**src/rtl/pu_flow_pd_clr_ctl_pkg.sv**
```systemverilog
// Shared types and default sizes for the flow PD memory clear sequencer.
// FLOW_PD_CLR_MAX_STALL is also the value the memory wrapper passes down.
package pu_flow_pd_clr_ctl_pkg;

  typedef enum logic [1:0] {
    FPC_INIT  = 2'd0,
    FPC_IDLE  = 2'd1,
    FPC_CLEAR = 2'd2
  } flow_pd_clr_state_type;

  localparam int FPC_FID_NBITS         = 4;
  localparam int FPC_FLOW_PD_NBITS     = 4;
  localparam int FPC_WORDS_NBITS       = FPC_FLOW_PD_NBITS - 2;
  localparam int FPC_WIDTH_NBITS       = 64;
  localparam int FLOW_PD_CLR_MAX_STALL = 8;

endpackage

```
**src/rtl/pu_flow_pd_clr_ctl.sv**
```systemverilog
// Zero-fills the flow PD memory after reset and per flow on request, stealing
// idle write cycles from the PU arbiter and forcing one after MAX_STALL yields.
module pu_flow_pd_clr_ctl
  import pu_flow_pd_clr_ctl_pkg::*;
#(
  parameter int FID_NBITS   = FPC_FID_NBITS,
  parameter int WORDS_NBITS = FPC_WORDS_NBITS,
  parameter int DEPTH_NBITS = FID_NBITS + WORDS_NBITS,
  parameter int WIDTH_NBITS = FPC_WIDTH_NBITS,
  parameter int MAX_STALL   = FLOW_PD_CLR_MAX_STALL
) (
  input  logic                   clk,
  input  logic                   rst_n,
  input  logic                   clr_req,
  input  logic [FID_NBITS-1:0]   clr_fid,
  output logic                   clr_rdy,
  output logic                   clr_ack,
  output logic                   init_done,
  input  logic                   pu_wr_req,
  output logic                   pu_hold,
  output logic                   ram_wr,
  output logic [DEPTH_NBITS-1:0] ram_waddr,
  output logic [WIDTH_NBITS-1:0] ram_wdata
);

  flow_pd_clr_state_type state, state_nxt;
  logic [DEPTH_NBITS-1:0] ptr;
  logic [7:0]             stall_cnt;
  logic [FID_NBITS-1:0]   fid_r;
  logic                   active;
  logic                   starve;
  logic                   last_all;
  logic                   last_word;

  // The PU request feeds the write strobe combinationally so the memory mux
  // can switch in the same cycle.
  assign active    = (state == FPC_INIT) || (state == FPC_CLEAR);
  assign starve    = (stall_cnt == 8'(MAX_STALL));
  assign ram_wr    = active && (!pu_wr_req || starve);
  assign pu_hold   = ram_wr;
  assign clr_rdy   = (state == FPC_IDLE);
  assign last_all  = &ptr;
  assign last_word = &ptr[WORDS_NBITS-1:0];
  assign ram_waddr = (state == FPC_INIT) ? ptr : {fid_r, ptr[WORDS_NBITS-1:0]};
  assign ram_wdata = '0;

  always_comb begin
    state_nxt = state;
    case (state)
      FPC_INIT:  if (ram_wr && last_all)  state_nxt = FPC_IDLE;
      FPC_IDLE:  if (clr_req)             state_nxt = FPC_CLEAR;
      FPC_CLEAR: if (ram_wr && last_word) state_nxt = FPC_IDLE;
      default:                            state_nxt = FPC_INIT;
    endcase
  end

  // ptr wraps to 0 at the end of INIT, so CLEAR only needs the reload on accept.
  always_ff @(posedge clk or negedge rst_n) begin
    if (!rst_n) begin
      state     <= FPC_INIT;
      ptr       <= '0;
      stall_cnt <= '0;
      fid_r     <= '0;
      clr_ack   <= 1'b0;
      init_done <= 1'b0;
    end else begin
      state   <= state_nxt;
      clr_ack <= (state == FPC_CLEAR) && (state_nxt == FPC_IDLE);
      if ((state == FPC_INIT) && (state_nxt == FPC_IDLE))
        init_done <= 1'b1;
      if (ram_wr || (state == FPC_IDLE))
        stall_cnt <= '0;
      else if (active && pu_wr_req && !starve)
        stall_cnt <= stall_cnt + 8'd1;
      if (ram_wr)
        ptr <= ptr + DEPTH_NBITS'(1);
      if ((state == FPC_IDLE) && clr_req) begin
        fid_r <= clr_fid;
        ptr   <= '0;
      end
    end
  end

endmodule
```
**config.mk**
```make
export PLATFORM = sky130hd
export DESIGN_NAME = pu_flow_pd_clr_ctl
export DESIGN_NICKNAME = d
export VERILOG_FILES = /design/src/rtl/pu_flow_pd_clr_ctl_pkg.sv /design/src/rtl/pu_flow_pd_clr_ctl.sv
export SDC_FILE = /design/constraint.sdc
export NUM_CORES = 1
export LEC_CHECK = 0
export BUFFER_PORTS_ARGS = -buffer_cell sky130_fd_sc_hd__buf_4
export CORE_ASPECT_RATIO = 0.6
export CORE_UTILIZATION = 47
export CTS_BUF_LIST = sky130_fd_sc_hd__clkbuf_2 sky130_fd_sc_hd__clkbuf_4 sky130_fd_sc_hd__clkbuf_8
export DETAILED_ROUTE_END_ITERATION = 10
export MAX_ROUTING_LAYER = met4
export PLACE_DENSITY_LB_ADDON = 0.3
export SETUP_SLACK_MARGIN = 0.2
export SLEW_MARGIN = 20
export SYNTH_ARGS = -nofsm -noshare
export SYNTH_HDL_FRONTEND = slang
export SYNTH_SLANG_ARGS = --single-unit
```
**constraint.sdc**
```tcl
create_clock -name clk -period 1.8 [get_ports clk]
set_input_delay 0.09 -clock clk [delete_from_list [all_inputs] [get_ports clk]]
set_output_delay 0.09 -clock clk [all_outputs]
set_load 0.02 [all_outputs]
```
==> impl_metrics.csv <==
group,metric,value,unit
detailed_routing,vias,1156,
critical_path,cp_max_fo,5,
clocking,cts_tree,"built",
critical_path,cp-end-kind,"flop",
logic_synthesis,synth_ff_type,"dfrtp_1",
timing,worst_clock_skew,0.009227,ns
clocking,cts_inserted_buffers,3,
clocking,clk_pin_slew,0.09,ns
global_route,antenna_found_initial,0,
logic_synthesis,yosysWarnings,0,
power,power.density,1309,mW/mm^2
global_route,grt_pass1_wl,4091,microns
clocking,cts-root-buf,"clkbuf_8",
power,p_leak,1.016,nW
timing,period_needed,1.869,ns
logic_synthesis,ys_types,36,
final_layout,area_growth,14.63,%
critical_path,start_kind,"flop",
final_layout,nets,222,
global_route,grt_pass1_vias,827,
clocking,h-tree-depth,1,
floorplan,boundaryPins,83,
final_layout,seq_area,550.5,sq um
timing,rsz0062_at_grt,"true",
power,p_int,1.494,mW
logic_synthesis,synthAdderAreaFrac,0.02274,
timing,final.period_utilization,1.038,
timing,hold_violations,0,
outcome,violations,"negative setup slack",
logic_synthesis,synth_edf_count,0,
logic_synthesis,synthArstFlopShare,1.000,
logic_synthesis,seq_area_frac_synth,0.3336,
final_layout,n_antenna_cell,0,
floorplan,die_w,78.50,microns
final_layout,fill_cells,283,
placement,dp_hpwl,2023,microns
floorplan,core_area,0.003303,sq mm
timing,holdWs,0.04511,ns
floorplan,num_rows,16,
power,irDropWorstVdd,0.5279,mV
logic_synthesis,synth_mux_area_frac,0.08491,
power,comb_power_share,0.480,
logic_synthesis,synth-simple-area-share,0.1365,
logic_synthesis,yosysTopAreaCellShare,0.3336,
timing,finalMaxSlewViolations,0,
timing,max_freq,535.0,MHz
final_layout,multi_input_area,889.6,sq um
power,power.share.clock,0.193,
timing,setup_tns,-0.1619,ns
clocking,worstSkewPairLatency,0.28,ns
logic_synthesis,ys_seq_elements,22,
detailed_routing,drtPass1Iterations,4,
logic_synthesis,synthCells,174,
logic_synthesis,synth_area,0.001650,sq mm
detailed_routing,routed_wl,3387,microns
power,switchingPower,0.9817,mW
logic_synthesis,postSynthAreaPerCell,9.485,sq um
placement,portBuffers,18,
logic_synthesis,synth_largest_area_cell,"dfrtp_1",
power,power,2.476,mW
logic_synthesis,synth_top_family_by_area,"buffers and inverters",
detailed_routing,detail-route-antenna-nets,0,
clocking,cts.sinks,22,
global_route,grt_util_all_layers,0.1533,
outcome,status,"finished with violations",
logic_synthesis,synthXorXnorAreaFrac,0.02123,
placement,gp_congestion,0.8695,
power,p_seq_frac,0.327,
power,p_sw_frac,0.3965,
logic_synthesis,synth_compound_area_frac,0.08036,
detailed_routing,vias_per_cell,4.533,
floorplan,dieArea,0.003760,sq mm
detailed_routing,drtIter0Drc,77,
min_path,hp-class,"in2reg",
timing,worst_slack,-0.06908,ns
logic_synthesis,synth_area_leaders,"dfrtp_1, buf_4, mux2_2",
flow_run,max_cap_viol_count,0,
timing,setup_viol,6,
global_route,overflow,0,
critical_path,worstSetupPathType,"reg2reg",
detailed_routing,wire_per_inst,13.28,microns
final_layout,final_util,0.5727,
global_route,grt_max_degree,23,
critical_path,arrival,2.06,ns
clocking,clockBufferDepth,2,
detailed_routing,drc,0,
floorplan,initial_core_util,0.4996,
floorplan,die_h,47.90,microns
critical_path,required,1.99,ns
final_layout,drive_gt1_frac,0.2905,
[worst max-delay path, stage by stage (launching register included)]
cell	delay [ns]
dfrtp_1	0.41
inv_2	0.09
ha_4	0.14
or4bb_4	0.47
o22ai_4	0.19
buf_6	0.16
nand4_1	0.12
mux2i_1	0.21
[final cells by class]
type                    count  share of cell area
clock buffers               3             0.02183
clock inverters             1             0.01587
well taps                  45             0.02976
repair buffers             37              0.1653
flip-flops and latches     22              0.2910
inverters                   3            0.005952
multi-input cells         144              0.4702
[worst paths after layout]
check / endpoint / slack [ns] / from / cells past startpoint
setup / recovery: ptr[3]$_DFFE_PN0P_ / -0.07 / stall_cnt[1]$_DFFE_PN0P_ / 7
min in group asynchronous: stall_cnt[2]$_DFFE_PN0P_ / 0.23 / rst_n / 2
setup reg to reg: ptr[3]$_DFFE_PN0P_ / -0.07 / stall_cnt[1]$_DFFE_PN0P_ / 7
hold reg to reg: init_done$_DFFE_PN0P_ / 0.48 / init_done$_DFFE_PN0P_ / 1
hold / removal: fid_r[2]$_DFFE_PN0P_ / 0.05 / clr_fid[2] / 2
max in group asynchronous: stall_cnt[6]$_DFFE_PN0P_ / 1.33 / rst_n / 2
[registers in the layout, summed over array words and instances, names as in the netlist]
| name | flops |
|---|---|
| clr_ack | 1 |
| fid_r | 4 |
| init_done | 1 |
| ptr | 6 |
| stall_cnt | 8 |
| state | 2 |
[timing repair]
| item | 4_1_cts | 5_1_grt |
|---|---|---|
| setup endpoints to repair | 18 | 21 |
| resized for setup | 6 | 22 |
| buffers inserted | 4 | 8 |
| hold endpoints to repair | 23 | 0 |
| pin swaps | 2 | 7 |
| hold buffers | 2 | 0 |
[cells in the final DEF, fill, tap and decap left out, types with 3 or more instances in the layout]
master	netlist	layout
nand2_1	13	12
buf_4	67	27
xnor2_1	3	3
buf_6	1	8
conb_1	1	64
nand3_1	6	6
o21ai_0	5	4
nand4_1	3	3
nor2b_1	4	4
clkbuf_8	0	3
mux2i_1	5	5
mux2_4	0	4
mux2_2	8	4
dfrtp_1	22	22
a21oi_1	4	4
[cells in the mapped netlist, drive strengths merged (2+ instances only)]
| library cell | number |
|---|---|
| dfrtp | 22 |
| o21ai | 7 |
| a21oi | 4 |
| buf | 68 |
| a22o | 2 |
| a31oi | 2 |
| mux2i | 5 |
| nor2b | 4 |
| nand2 | 14 |
| nand3 | 6 |
| o22ai | 2 |
| xnor2 | 3 |
| inv | 3 |
| ha | 3 |
| and2 | 2 |
| and3 | 3 |
| nand4 | 3 |
| nor2 | 2 |
| mux2 | 8 |
[stage by stage]
| stage | setup slack, ns | instance area (sq um) | cells |
|---|---|---|---|
| 4_1_cts | -0.03172 | 1745 | 247 |
| 2_1_floorplan | 0.07968 | 1887 | 237 |
| 3_3_place_gp | 0.1453 | 1602 | 237 |
| 5_1_grt | -0.1337 | 1892 | 255 |
| 6_report | -0.06908 | 1892 | 255 |
| 3_5_place_dp | 0.05309 | 1602 | 237 |
[per-layer routing]
metal	up-vias	share of wire	global-route usage
met4	0	0.0018	0.03333
met2	62	0.48	0.2104
met3	2	0.068	0.04952
met5	-	0	-
li1	527	-	-
met1	565	0.45	0.2157
[power groups by stage]
stage | clock [mW] | sequential (mW) | combinational, mW
detailed placement | 0 | 0.796 | 0.892
finish | 0.478 | 0.809 | 1.19
floorplan | 0 | 0.764 | 0.761
global route | 0.498 | 0.827 | 1.28
global placement | 0 | 0.790 | 0.871
CTS | 0.481 | 0.784 | 0.962
[logic make-up (layout without fill, tap and decap cells)]
family / count (synthesis) / count (layout)
buffers and inverters: 71 / 44
AND/OR/NAND/NOR: 41 / 41
flip-flops: 22 / 22
AO/OA/AOI/OAI: 19 / 19
multiplexers: 13 / 13
XOR/XNOR: 4 / 4
adder cells (fa/ha/maj): 3 / 3
other: 1 / 64
(Power assumes the default switching activity.)
